`src/rtl/coax_tx_if.sv`:
```
// FIFO read-side bundle between the host FIFO and the coax transmitter.
interface coax_tx_if #(
    parameter int WIDTH = 10
);
    logic             fifo_state;
    logic [WIDTH-1:0] fifo_read;
    logic             fifo_ren;

    modport master (input fifo_state, input fifo_read, output fifo_ren);
    modport slave  (output fifo_state, output fifo_read, input fifo_ren);
endinterface

```
`src/rtl/coax_tx.sv`:
```
// 3270 coax frame transmitter: pulls words from a show-ahead FIFO and sends
// line quiesce, code violation, sync/data/parity per word and the ending
// sequence, all biphase encoded with a registered line output.
//
// state | meaning
// IDLE  | line off, waiting for a non-empty FIFO
// LQ    | line-quiesce preamble, LQ_BITS '1' bits
// SCV   | start code violation, 3 half-bits high then 3 low
// SYNC  | word sync '1' bit
// DATA  | WIDTH data bits, MSB first
// PAR   | parity bit, makes data+parity ones even
// END0  | ending '0' bit
// ECV   | ending code violation, 2 half-bits high then 2 low
module coax_tx #(
    parameter int WIDTH    = 10,
    parameter int HALF_BIT = 10,
    parameter int LQ_BITS  = 5
) (
    input  logic      clk,
    input  logic      reset,
    coax_tx_if.master fifo,
    output logic      tx,
    output logic      tx_en,
    output logic      busy
);
    localparam int TW  = (HALF_BIT > 1) ? $clog2(HALF_BIT) : 1;
    localparam int HCW = $clog2(2 * LQ_BITS + 6);
    localparam int BW  = (WIDTH > 1) ? $clog2(WIDTH) : 1;

    typedef enum logic [2:0] {IDLE, LQ, SCV, SYNC, DATA, PAR, END0, ECV} state_t;

    state_t           state, state_n;
    logic [TW-1:0]    timer, timer_n;
    logic [HCW-1:0]   half, half_n, last_half;
    logic [BW-1:0]    bit_idx, bit_n;
    logic [WIDTH-1:0] shreg, shreg_n;
    logic             par, par_n;
    logic             ren_n, tx_n;

    // Line level for a given half-bit of a given state; d is the bit being sent.
    function automatic logic level(state_t s, logic [HCW-1:0] h, logic d);
        logic v;
        v = 1'b0;
        case (s)
            LQ, SYNC:  v = ~h[0];
            SCV:       v = (h < HCW'(3));
            DATA, PAR: v = d ^ h[0];
            END0:      v = h[0];
            ECV:       v = (h < HCW'(2));
            default:   v = 1'b0;
        endcase
        return v;
    endfunction

    // Index of the final half-bit in the current state.
    always_comb begin
        last_half = HCW'(1);
        case (state)
            LQ:      last_half = HCW'(2 * LQ_BITS - 1);
            SCV:     last_half = HCW'(5);
            ECV:     last_half = HCW'(3);
            default: last_half = HCW'(1);
        endcase
    end

    // Next-state, counter and word-latch decisions; tx is precomputed for the next cycle.
    always_comb begin
        state_n = state;
        timer_n = timer;
        half_n  = half;
        bit_n   = bit_idx;
        shreg_n = shreg;
        par_n   = par;
        ren_n   = 1'b0;
        if (state == IDLE) begin
            if (fifo.fifo_state) begin
                state_n = LQ;
                timer_n = '0;
                half_n  = '0;
                bit_n   = '0;
                shreg_n = fifo.fifo_read;
                par_n   = ^fifo.fifo_read;
                ren_n   = 1'b1;
            end
        end else if (timer != TW'(HALF_BIT - 1)) begin
            timer_n = timer + 1'b1;
        end else begin
            timer_n = '0;
            if (half != last_half) begin
                half_n = half + 1'b1;
            end else begin
                half_n = '0;
                case (state)
                    LQ:   state_n = SCV;
                    SCV:  state_n = SYNC;
                    SYNC: begin
                        state_n = DATA;
                        bit_n   = '0;
                    end
                    DATA: begin
                        if (bit_idx == BW'(WIDTH - 1)) begin
                            state_n = PAR;
                        end else begin
                            bit_n   = bit_idx + 1'b1;
                            shreg_n = {shreg[WIDTH-2:0], 1'b0};
                        end
                    end
                    PAR: begin
                        // Only word boundary where the FIFO is looked at mid-frame.
                        if (fifo.fifo_state) begin
                            state_n = SYNC;
                            shreg_n = fifo.fifo_read;
                            par_n   = ^fifo.fifo_read;
                            ren_n   = 1'b1;
                        end else begin
                            state_n = END0;
                        end
                    end
                    END0:    state_n = ECV;
                    ECV:     state_n = IDLE;
                    default: state_n = IDLE;
                endcase
            end
        end
        tx_n = level(state_n, half_n, (state_n == PAR) ? par_n : shreg_n[WIDTH-1]);
    end

    // State, counters, word register and registered line outputs.
    always_ff @(posedge clk) begin
        if (reset) begin
            state         <= IDLE;
            timer         <= '0;
            half          <= '0;
            bit_idx       <= '0;
            shreg         <= '0;
            par           <= 1'b0;
            tx            <= 1'b0;
            tx_en         <= 1'b0;
            fifo.fifo_ren <= 1'b0;
        end else begin
            state         <= state_n;
            timer         <= timer_n;
            half          <= half_n;
            bit_idx       <= bit_n;
            shreg         <= shreg_n;
            par           <= par_n;
            tx            <= tx_n;
            tx_en         <= (state_n != IDLE);
            fifo.fifo_ren <= ren_n;
        end
    end

    assign busy = (state != IDLE);
endmodule

```
`src/flat_wrapper.sv`:
```
// flat-port wrapper written by rule: the top's interface ports become plain ports
module coax_tx_flat 
#(
    parameter int WIDTH    = 10,
    parameter int HALF_BIT = 10,
    parameter int LQ_BITS  = 5
)
  (clk, reset, tx, tx_en, busy, fifo_fifo_state, fifo_fifo_read, fifo_fifo_ren);
  coax_tx_if #(.WIDTH(WIDTH)) fifo_i ();
  input  logic clk;
  input  logic reset;
  output logic tx;
  output logic tx_en;
  output logic busy;
  input wire logic [$bits(fifo_i.fifo_state)-1:0] fifo_fifo_state;
  input wire logic [$bits(fifo_i.fifo_read)-1:0] fifo_fifo_read;
  output wire logic [$bits(fifo_i.fifo_ren)-1:0] fifo_fifo_ren;
  assign fifo_i.fifo_state = fifo_fifo_state;
  assign fifo_i.fifo_read = fifo_fifo_read;
  assign fifo_fifo_ren = fifo_i.fifo_ren;
  coax_tx #(.WIDTH(WIDTH), .HALF_BIT(HALF_BIT), .LQ_BITS(LQ_BITS)) u_core (.clk(clk), .reset(reset), .fifo(fifo_i), .tx(tx), .tx_en(tx_en), .busy(busy));
endmodule
```
`config.mk`:
```
export PLATFORM = sky130hd
export DESIGN_NAME = coax_tx_flat
export DESIGN_NICKNAME = d
export VERILOG_FILES = /design/src/rtl/coax_tx_if.sv /design/src/rtl/coax_tx.sv /design/src/flat_wrapper.sv
export SDC_FILE = /design/constraint.sdc
export NUM_CORES = 1
export LEC_CHECK = 0
export BUFFER_PORTS_ARGS = -buffer_cell sky130_fd_sc_hd__buf_4
export CELL_PAD_IN_SITES_DETAIL_PLACEMENT = 1
export CELL_PAD_IN_SITES_GLOBAL_PLACEMENT = 2
export CORE_UTILIZATION = 32
export CTS_BUF_LIST = sky130_fd_sc_hd__clkbuf_16
export DETAILED_ROUTE_END_ITERATION = 8
export PLACE_DENSITY = 0.86
export SYNTH_ARGS = -nofsm -noshare
export SYNTH_HDL_FRONTEND = slang
export SYNTH_SLANG_ARGS = --single-unit
```
`constraint.sdc`:
```
create_clock -name clk -period 2.7 [get_ports clk]
set_clock_uncertainty 0.05 [all_clocks]
set_input_delay 0.27 -clock clk [delete_from_list [all_inputs] [get_ports clk]]
set_output_delay 0.27 -clock clk [all_outputs]
set_load 0.02 [all_outputs]
```
# After elaboration in Yosys (flattened, before gate mapping)

Index checks and enable logic that the tools add are counted.

Add/subtract/negate cells: 3
Mux-type cells: 38
Reductions and logical operators: 10
Order comparisons: 2
Bitwise gates (word level): 2
Eq/ne operators: 21

Operator list:

| kind                | count |
|---|---|
| $mux 10             | 5 |
| $mux 4              | 11 |
| $eq 3x3->1 const B  | 8 |
| $pmux 10 s2         | 1 |
| $mux 3              | 6 |
| $pmux 3 s6          | 1 |
| $add 4x1->4 const B | 3 |
| $eq 3x2->1 const B  | 4 |
| $pmux 4 s3          | 1 |
| $reduce_bool 3->1   | 4 |
| $mux 1              | 11 |
| $reduce_xor 10->1   | 1 |
| $lt 4x2->1 const B  | 2 |
| $pmux 4 s2          | 1 |
| $eq 3x1->1 const B  | 2 |
| $pmux 1 s5          | 1 |
| $reduce_and 5->1    | 1 |
| $eq 4x4->1 const B  | 1 |
| $ne 2x1->1 const B  | 2 |
| $ne 4x4->1          | 1 |
| $ne 4x4->1 const B  | 1 |
| $reduce_and 4->1    | 1 |
| $reduce_or 2->1     | 2 |
| $logic_not 3->1     | 1 |
| other kinds (4)     | 4 |

Bits of input ports: 13
Register bits after elaboration: 29

# Logic depth before layout (Yosys ltp)

Gate-level depths: netlist of the first run.

Depth after elaboration: 10
Depth in mapped cells: 12

# Worst setup path before layout of the first run

OpenSTA, ideal clock, no wires.

Kind: register -> register
Start: register u_core.state[0]
End: register u_core.tx
Slack: 0.119 ns
Buffers on the path: 0
Cell stages (with the launch flop): 9
Clock period less this slack: 2.581 ns
Arrival time: 2.414 ns
Cells stage by stage: dfxtp_1 ha_1 or3_1 o311a_1 a211oi_4 mux2i_1 mux2i_1 xnor2_1 a32o_1

Longest elaborated chain between the ends: 10
Elaborated cells between the ends (all ways): 42
Classes of those cells: 2 x order compare; 15 x eq/ne; 20 x mux; 2 x bitwise; 3 x reduce/logical

RTL lines:

| what                               | line                          | RTL |
|---|---|---|
| start, declared                    | coax_tx.sv:32                 | `state_t state, state_n;` |
| start signal, assigned             | coax_tx.sv:141                | `state <= state_n;` |
| $eq 3x3->1 (tied with other cells) | coax_tx.sv:58                 | `case (state)` |
| $pmux 4 s3                         | coax_tx.sv:58                 |  |
| $ne 4x4->1                         | coax_tx.sv:89                 | `if (half != last_half) begin` |
| $mux 3                             | coax_tx.sv:89                 |  |
| $mux 3                             | coax_tx.sv:85                 | `end else if (timer != TW'(HALF_BIT - 1)) begin` |
| $mux 3                             | coax_tx.sv:75                 | `if (state == IDLE) begin` |
| $eq 3x3->1                         | coax_tx.sv:44, coax_tx.sv:125 |  |
| $mux 1                             | coax_tx.sv:125                | `tx_n = level(state_n, half_n, (state_n == PAR) ? par_n : shreg_n[WIDTH-1]);` |
| $xor 1x1->1                        | coax_tx.sv:47                 | `DATA, PAR: v = d ^ h[0];` |
| $pmux 1 s5 (*)                     | coax_tx.sv:44                 | `case (s)` |
| end signal, assigned               | coax_tx.sv:147                | `tx <= tx_n;` |
| end, declared                      | coax_tx.sv:22                 | `output logic tx,` |

Every way passes the cells marked *; elsewhere a longest branch is shown, timed or not. The select of a mux whose other input is x is not followed.
A chain may end at the register's enable or synchronous reset.

# Worst setup path in the final report of the first run

Ends and elaborated chain as after synthesis.

==> flow_summary.yaml, run 1 <==
run_status:
  status: "complete, no violations"
synth:
  ys_ff_latch: 29
  synth_flop_cell: "dfxtp_1"
  synth_fp_nets: 254
  syn-mean-instance-area_um2: 8.13
  syn_inst: 232
  ys_types: 50
  synth_edf_count: 0
  mappedNetlistArea_um2: 1890
  ys_async_sr_fraction_pct: 0
  yosysSeqAreaShare_pct: 30.8
  ys_warn_count: 0
setup_path:
  crit_buf_inv: 2
  cp_slowest_stage_delay_ns: 0.39
  critical-path-top-delay-family: "compound AO/OA/AOI/OAI gates"
  r2r_setup_slack_ns: 0.11
  crit_path_start_kind: "flop"
  end_kind: "flop"
  critPathKind: "flop to flop"
  arrival_ns: 2.71
  cp_max_fo: 8
  worstPathRequired_ns: 2.82
  cp_slowest_cell: "or3_1"
  path_cells: "ha_1 > or3_1 > o311a_1 > a211oi_4 > buf_4 > mux2i_1 > buf_4 > mux2i_1 > xnor2_1 > a32o_1"
floorplanning:
  chipHeight_um: 78.8
  die_area_um2: 6210
  start_util_pct: 33.6
  fp-row-count: 27
  core_um2: 5610
  ios: 17
  die_w_um: 78.8
pwr:
  pwr-share-clk_pct: 43.5
  combPwrFrac_pct: 18.4
  seqPwrFrac_pct: 38.1
  power_density_nw_per_um2: 520
  power_switching_share_pct: 27.2
  p_leak_nw: 0.973
  p_sw_mw: 0.331
  irDropWorstVdd_v: 0.000307
  p_int_mw: 0.887
  p_total_mw: 1.22
cells_and_area:
  seq_area_um2: 582
  num-fill-cells: 709
  multi_input_area_um2: 1220
  drive_gt1_share_pct: 19.4
  fin_cells: 335
  final_nets: 284
  num_antenna_cells: 0
  area_growth_pct: 24.0
detailed_routing:
  first_pass_iters: 4
  vias: 1809
  drt-vias-per-instance: 5.40
  dr.first_iter.drc_count: 60
  post-route-drc-count: 0
  ant_nets: 0
  wl_mm: 5.14
  drt-wirelength-per-cell_um: 15.3
global_route:
  antenna_found_initial: 0
  grt_pass1_wl_mm: 8.74
  grt_start_max_net_pins: 29
  overflow: 0
  grt_usage_pct: 17.9
  first_global_vias: 1865
min_path:
  hold_class: "primary input to flop"
cts:
  numCtsBuffers: 5
  htreeDepth: 2
  clockBufferDepth: 2
  tritoncts: "done"
  clockRootBuffer: "clkbuf_16"
  clk_pin_slew_worst_paths_ns: 0.05
  clock_sinks: 29
  holdBufCountCts: 0
  insertion_delay_ns: 0.27
place:
  dp_hpwl_mm: 3.73
  dp.cells: 326
  gp_congestion: 0.739
  port_buffers: 16
timing:
  fin_hold_ws_ns: 0.322
  finalSetupViolCount: 0
  maxSlewHeadroom_pct: 67.1
  finalCritPeriodShare_pct: 96.1
  hold_viol_final: 0
  fmax_mhz: 385
  tightestPinTransition_ns: 0.488
  maxSlewViolCount: 0
  layout_min_cycle_time_ns: 2.59
run:
  drv_cap: 0
[through the flow]
stage               util, %  setup slack, ns  setup TNS, ns  cell area (um^2)
finish                 41.7            0.106              0              2340
global route           41.7          -0.0247        -0.0247              2340
CTS                    41.3           0.0275              0              2320
detailed placement     38.8           0.0224              0              2180
global placement       38.8            0.107              0              2180
floorplan                 -            0.119              0              1890
[metal layers]
metal	GRT usage [%]	wire length (um)
met4	6.11	51
met1	22.5	2470
met2	30.3	2460
met5	0	0
met3	3.33	157
[synth_stat cells, drive strengths merged, types with 2 or more instances]
| library cell | instances | area (um^2) |
|---|---|---|
| o21ai | 7 | 35.0 |
| dfxtp | 29 | 581 |
| a32o | 5 | 50.1 |
| nor2 | 31 | 116 |
| nand2 | 14 | 52.6 |
| nor3b | 2 | 15.0 |
| a21boi | 2 | 15.0 |
| or3 | 3 | 18.8 |
| clkbuf | 3 | 11.3 |
| o311ai | 2 | 17.5 |
| a21oi | 11 | 55.1 |
| a211oi | 15 | 125 |
| inv | 15 | 56.3 |
| nand2b | 2 | 12.5 |
| buf | 8 | 36.3 |
| nor3 | 4 | 20.0 |
| a21o | 5 | 37.5 |
| nor2b | 8 | 50.1 |
| ha | 9 | 113 |
| and3b | 2 | 17.5 |
| nand4 | 4 | 25.0 |
| xnor2 | 10 | 87.6 |
| and2 | 3 | 18.8 |
| nand3 | 5 | 25.0 |
| a31oi | 2 | 18.8 |
| mux2i | 10 | 100 |
| a22oi | 3 | 22.5 |
[worst register-to-register path: stages (launching register included)]
cell	delay, ns
dfxtp_1	0.33
ha_1	0.22
or3_1	0.39
o311a_1	0.14
a211oi_4	0.16
buf_4	0.20
mux2i_1	0.21
buf_4	0.17
mux2i_1	0.23
xnor2_1	0.12
a32o_1	0.27
[flip-flops by register name (all words and copies together) (netlist names)]
name	cells
u_core.par	1
u_core.state	3
u_core.bit_idx	4
u_core.shreg	10
u_core.timer	4
u_core.half	4
u_core.tx_en	1
u_core.fifo.fifo_ren	1
u_core.tx	1
[logic make-up (layout without fill, tap and decap cells)]
family	count (synthesis)	in the layout	synth area share, %
XOR/XNOR	11	11	5.11
AND/OR/NAND/NOR	83	83	21.9
multiplexers	10	10	5.31
AO/OA/AOI/OAI	64	64	25.5
adder cells (fa/ha/maj)	9	9	5.97
flip-flops	29	29	30.8
buffers and inverters	26	57	5.50
[final timing paths]
check                  start         endpoint  depth (start not counted)
max reg2reg  u_core.state[0]        u_core.tx                         10
min reg2reg  u_core.shreg[4]  u_core.shreg[4]                          2
min                    reset  u_core.timer[2]                          2
max          u_core.state[0]        u_core.tx                         10
[timing repair]
item	4_1_cts	5_1_grt
setup endpoints to repair	1	10
resized for setup	0	5
pin swaps	1	1
buffers inserted	0	1
[layout make-up]
type                            count  share of cell area, %
Timing Repair Buffer               34                   10.9
Multi-Input combinational cell    177                   52.0
Sequential cell                    29                   24.9
Clock buffer                        5                   5.35
Clock inverter                      3                  0.588
Tap cell                           72                   3.85
Inverter                           15                   2.41
[power groups by stage]
stage	Combinational (mW)	Sequential (mW)	Clock, mW
3_5_place_dp	0.220	0.472	0
5_1_grt	0.248	0.466	0.559
2_1_floorplan	0.142	0.473	0
4_1_cts	0.222	0.463	0.538
6_report	0.224	0.464	0.530
3_3_place_gp	0.215	0.472	0
[cells in the final DEF (no fill, tap or decap), types with 7 or more instances in the layout]
cell | synthesis | final
a21oi_1 | 11 | 11
nor2_1 | 31 | 29
buf_4 | 0 | 34
o21ai_0 | 7 | 7
nor2b_1 | 8 | 8
mux2i_1 | 10 | 9
inv_1 | 14 | 15
nand2_1 | 14 | 14
dfxtp_1 | 29 | 28
xnor2_1 | 10 | 10
a211oi_1 | 14 | 14
ha_1 | 9 | 9
No activity file was read; power rests on OpenSTA's default activity.
==> run 2, diff against run 1 <==
Settings changed: SETUP_SLACK_MARGIN set to 0.4.
==> run 2 against run 1 <==
Non-clock buffer count grew 1. Wire length grew 9.8%. Count of clock-buffer cells in the layout is the same. Critical endpoint unchanged. Highest routed layer unchanged. Die area is the same. Hold slack gained 0.0016 ns. Largest power group unchanged. Critical path type unchanged.
==> flow_summary.yaml, run 2 (synthesized netlist as in run 1, its figures left out) <==
cells_and_area:
  final_nets: 286
  num_antenna_cells: 0
  top_register: "u_core.shreg"
  largest_reg_flops: 10
  final_cell_area_um2: 2580
  final_common_cell: "buf_4"
  drive_gt1_share_pct: 29.9
  area_growth_pct: 36.8
  final_cell_mix: "buf_4, nor2_1, dfxtp_1, nand2_1, inv_1"
  fin_cells: 336
cts:
  numCtsBuffers: 5
  clock_sinks: 29
  clk_pin_slew_worst_paths_ns: 0.05
  insertion_delay_ns: 0.27
  htreeDepth: 2
  clockBufferDepth: 2
  clockRootBuffer: "clkbuf_16"
  tritoncts: "done"
detailed_routing:
  wl_mm: 5.64
  ant_nets: 0
  dr.first_iter.drc_count: 71
  post-route-drc-count: 0
  vias: 1835
  drt-vias-per-instance: 5.46
  drt-wirelength-per-cell_um: 16.8
  first_pass_iters: 4
place:
  pre_cts_slack_ns: 0.0923
  dp.cells: 317
  gp_congestion: 0.754
  dp_hpwl_mm: 3.62
  dpl_cell_area_um2: 2150
  port_buffers: 16
setup_path:
  reg2reg_to: "u_core.tx"
  arrival_ns: 2.60
  critPathKind: "flop to flop"
  end_kind: "flop"
  reg2regPathDepth: 10
  r2r_start: "u_core.state[1]"
  cp_slowest_cell: "dfxtp_4"
  cp_max_fo: 5
  cp_slowest_stage_delay_ns: 0.37
  path_cells: "ha_4 > or3_4 > o311a_4 > a211oi_4 > buf_6 > mux2i_4 > xnor2_2 > o21ai_1 > a21o_1 > a32o_1"
  worstPathRequired_ns: 2.82
  crit_path_start_kind: "flop"
  r2r_setup_slack_ns: 0.22
global_route:
  antenna_found_initial: 0
  first_global_vias: 1876
  grt_pass1_wl_mm: 9.14
  grt_usage_pct: 19.2
  overflow: 0
  grt_start_max_net_pins: 29
timing:
  setup_ws_ns: 0.216
  finalSetupViolCount: 0
  fmax_mhz: 403
  tightestPinTransition_ns: 0.470
  layout_min_cycle_time_ns: 2.48
  maxSlewViolCount: 0
  finalCritPeriodShare_pct: 92.0
  setup-tns-final_ns: 0
  hold_viol_final: 0
  rsz0062_at_grt: "true"
  maxSlewHeadroom_pct: 68.7
pwr:
  p_total_mw: 1.24
  p_leak_nw: 1.00
  power_density_nw_per_um2: 482
  irDropWorstVdd_v: 0.000311
floorplanning:
  start_util_pct: 33.6
  die_w_um: 78.8
  chipHeight_um: 78.8
  fp-row-count: 27
  core_um2: 5610
  die_area_um2: 6210
  ios: 17
min_path:
  hold-path-endpoint: "u_core.timer[2]"
  hold_class: "primary input to flop"
  worstHoldStart: "reset"
  hold-path-cell-count: 2
run_status:
  status: "complete, no violations"
run:
  drv_cap: 0
-- run 2: cell count changes in the layout (fill, tap and decap cells not counted), moves of 3 or more --
cell / before / now
buf_6: 0 / 4
dfxtp_1: 28 / 25
a211oi_1: 14 / 8
o21ai_1: 0 / 3
o21ai_0: 7 / 4
buf_4: 34 / 30
ha_1: 9 / 6
ha_4: 0 / 3
a211oi_2: 0 / 6
-- run 2: per-layer routing --
metal  part of all wire [%]  vias to the layer above  GRT usage [%]
li1                       -                      904              -
met2                     51                       25           35.4
met1                     45                      900           21.9
met5                      0                        -              0
met3                    2.7                        6           3.45
met4                    1.1                        0           6.67
-- run 2: area by class of cell --
cell class | count | area (um^2)
clock buffer | 5 | 125
tap | 72 | 90.1
multi-input combinational | 178 | 1420
sequential | 29 | 591
clock inverter | 2 | 7.51
inverter | 15 | 58.8
timing repair buffer | 35 | 290
fill | 672 | 3030
-- run 2: stage by stage --
step	util [%]	hold slack, ns
final	46.0	0.324
after floorplan	-	0.389
after CTS	43.5	0.308
after global routing	46.0	0.340
after detailed placement	38.4	0.422
after global placement	38.4	0.418
-- run 2: repair_timing --
item                       in CTS  in global routing
setup endpoints to repair      15                 14
pin swaps                       7                 14
resized for setup              19                 24
gates cloned                    1                  1
buffers inserted                7                  3
hold buffers                    0                  0
-- run 2: worst max-delay path by stage --
stage | endpoint | startpoint | cells after the start | slack [ns]
after CTS | u_core.tx | u_core.state[0] | 11 | 0.28
after global placement | u_core.tx | u_core.state[1] | 10 | 0.12
after detailed placement | u_core.tx | u_core.state[0] | 11 | 0.09
after global routing | u_core.tx | u_core.state[1] | 10 | 0.14
final | u_core.tx | u_core.state[1] | 10 | 0.22
after floorplan | u_core.tx | u_core.state[1] | 10 | 0.23
-- run 2: critical path: cells and delay by family, from the launching register on --
| family | cells | cell delay, ns |
|---|---|---|
| AOI/OAI and AO/OA | 5 | 0.78 |
| DFF | 1 | 0.37 |
| muxes | 1 | 0.34 |
| and+or+nand+nor | 1 | 0.33 |
| xor gates and xnor gates | 1 | 0.17 |
| adders and majority gates | 1 | 0.16 |
| buffers and inverters | 1 | 0.16 |
-- run 2: power breakdown --
| group | total (mW) | switching, mW | internal, mW |
|---|---|---|---|
| registers | 0.467 | 0.0178 | 0.450 |
| logic | 0.254 | 0.136 | 0.118 |
| clock network | 0.522 | 0.193 | 0.329 |
| total | 1.24 | 0.346 | 0.897 |
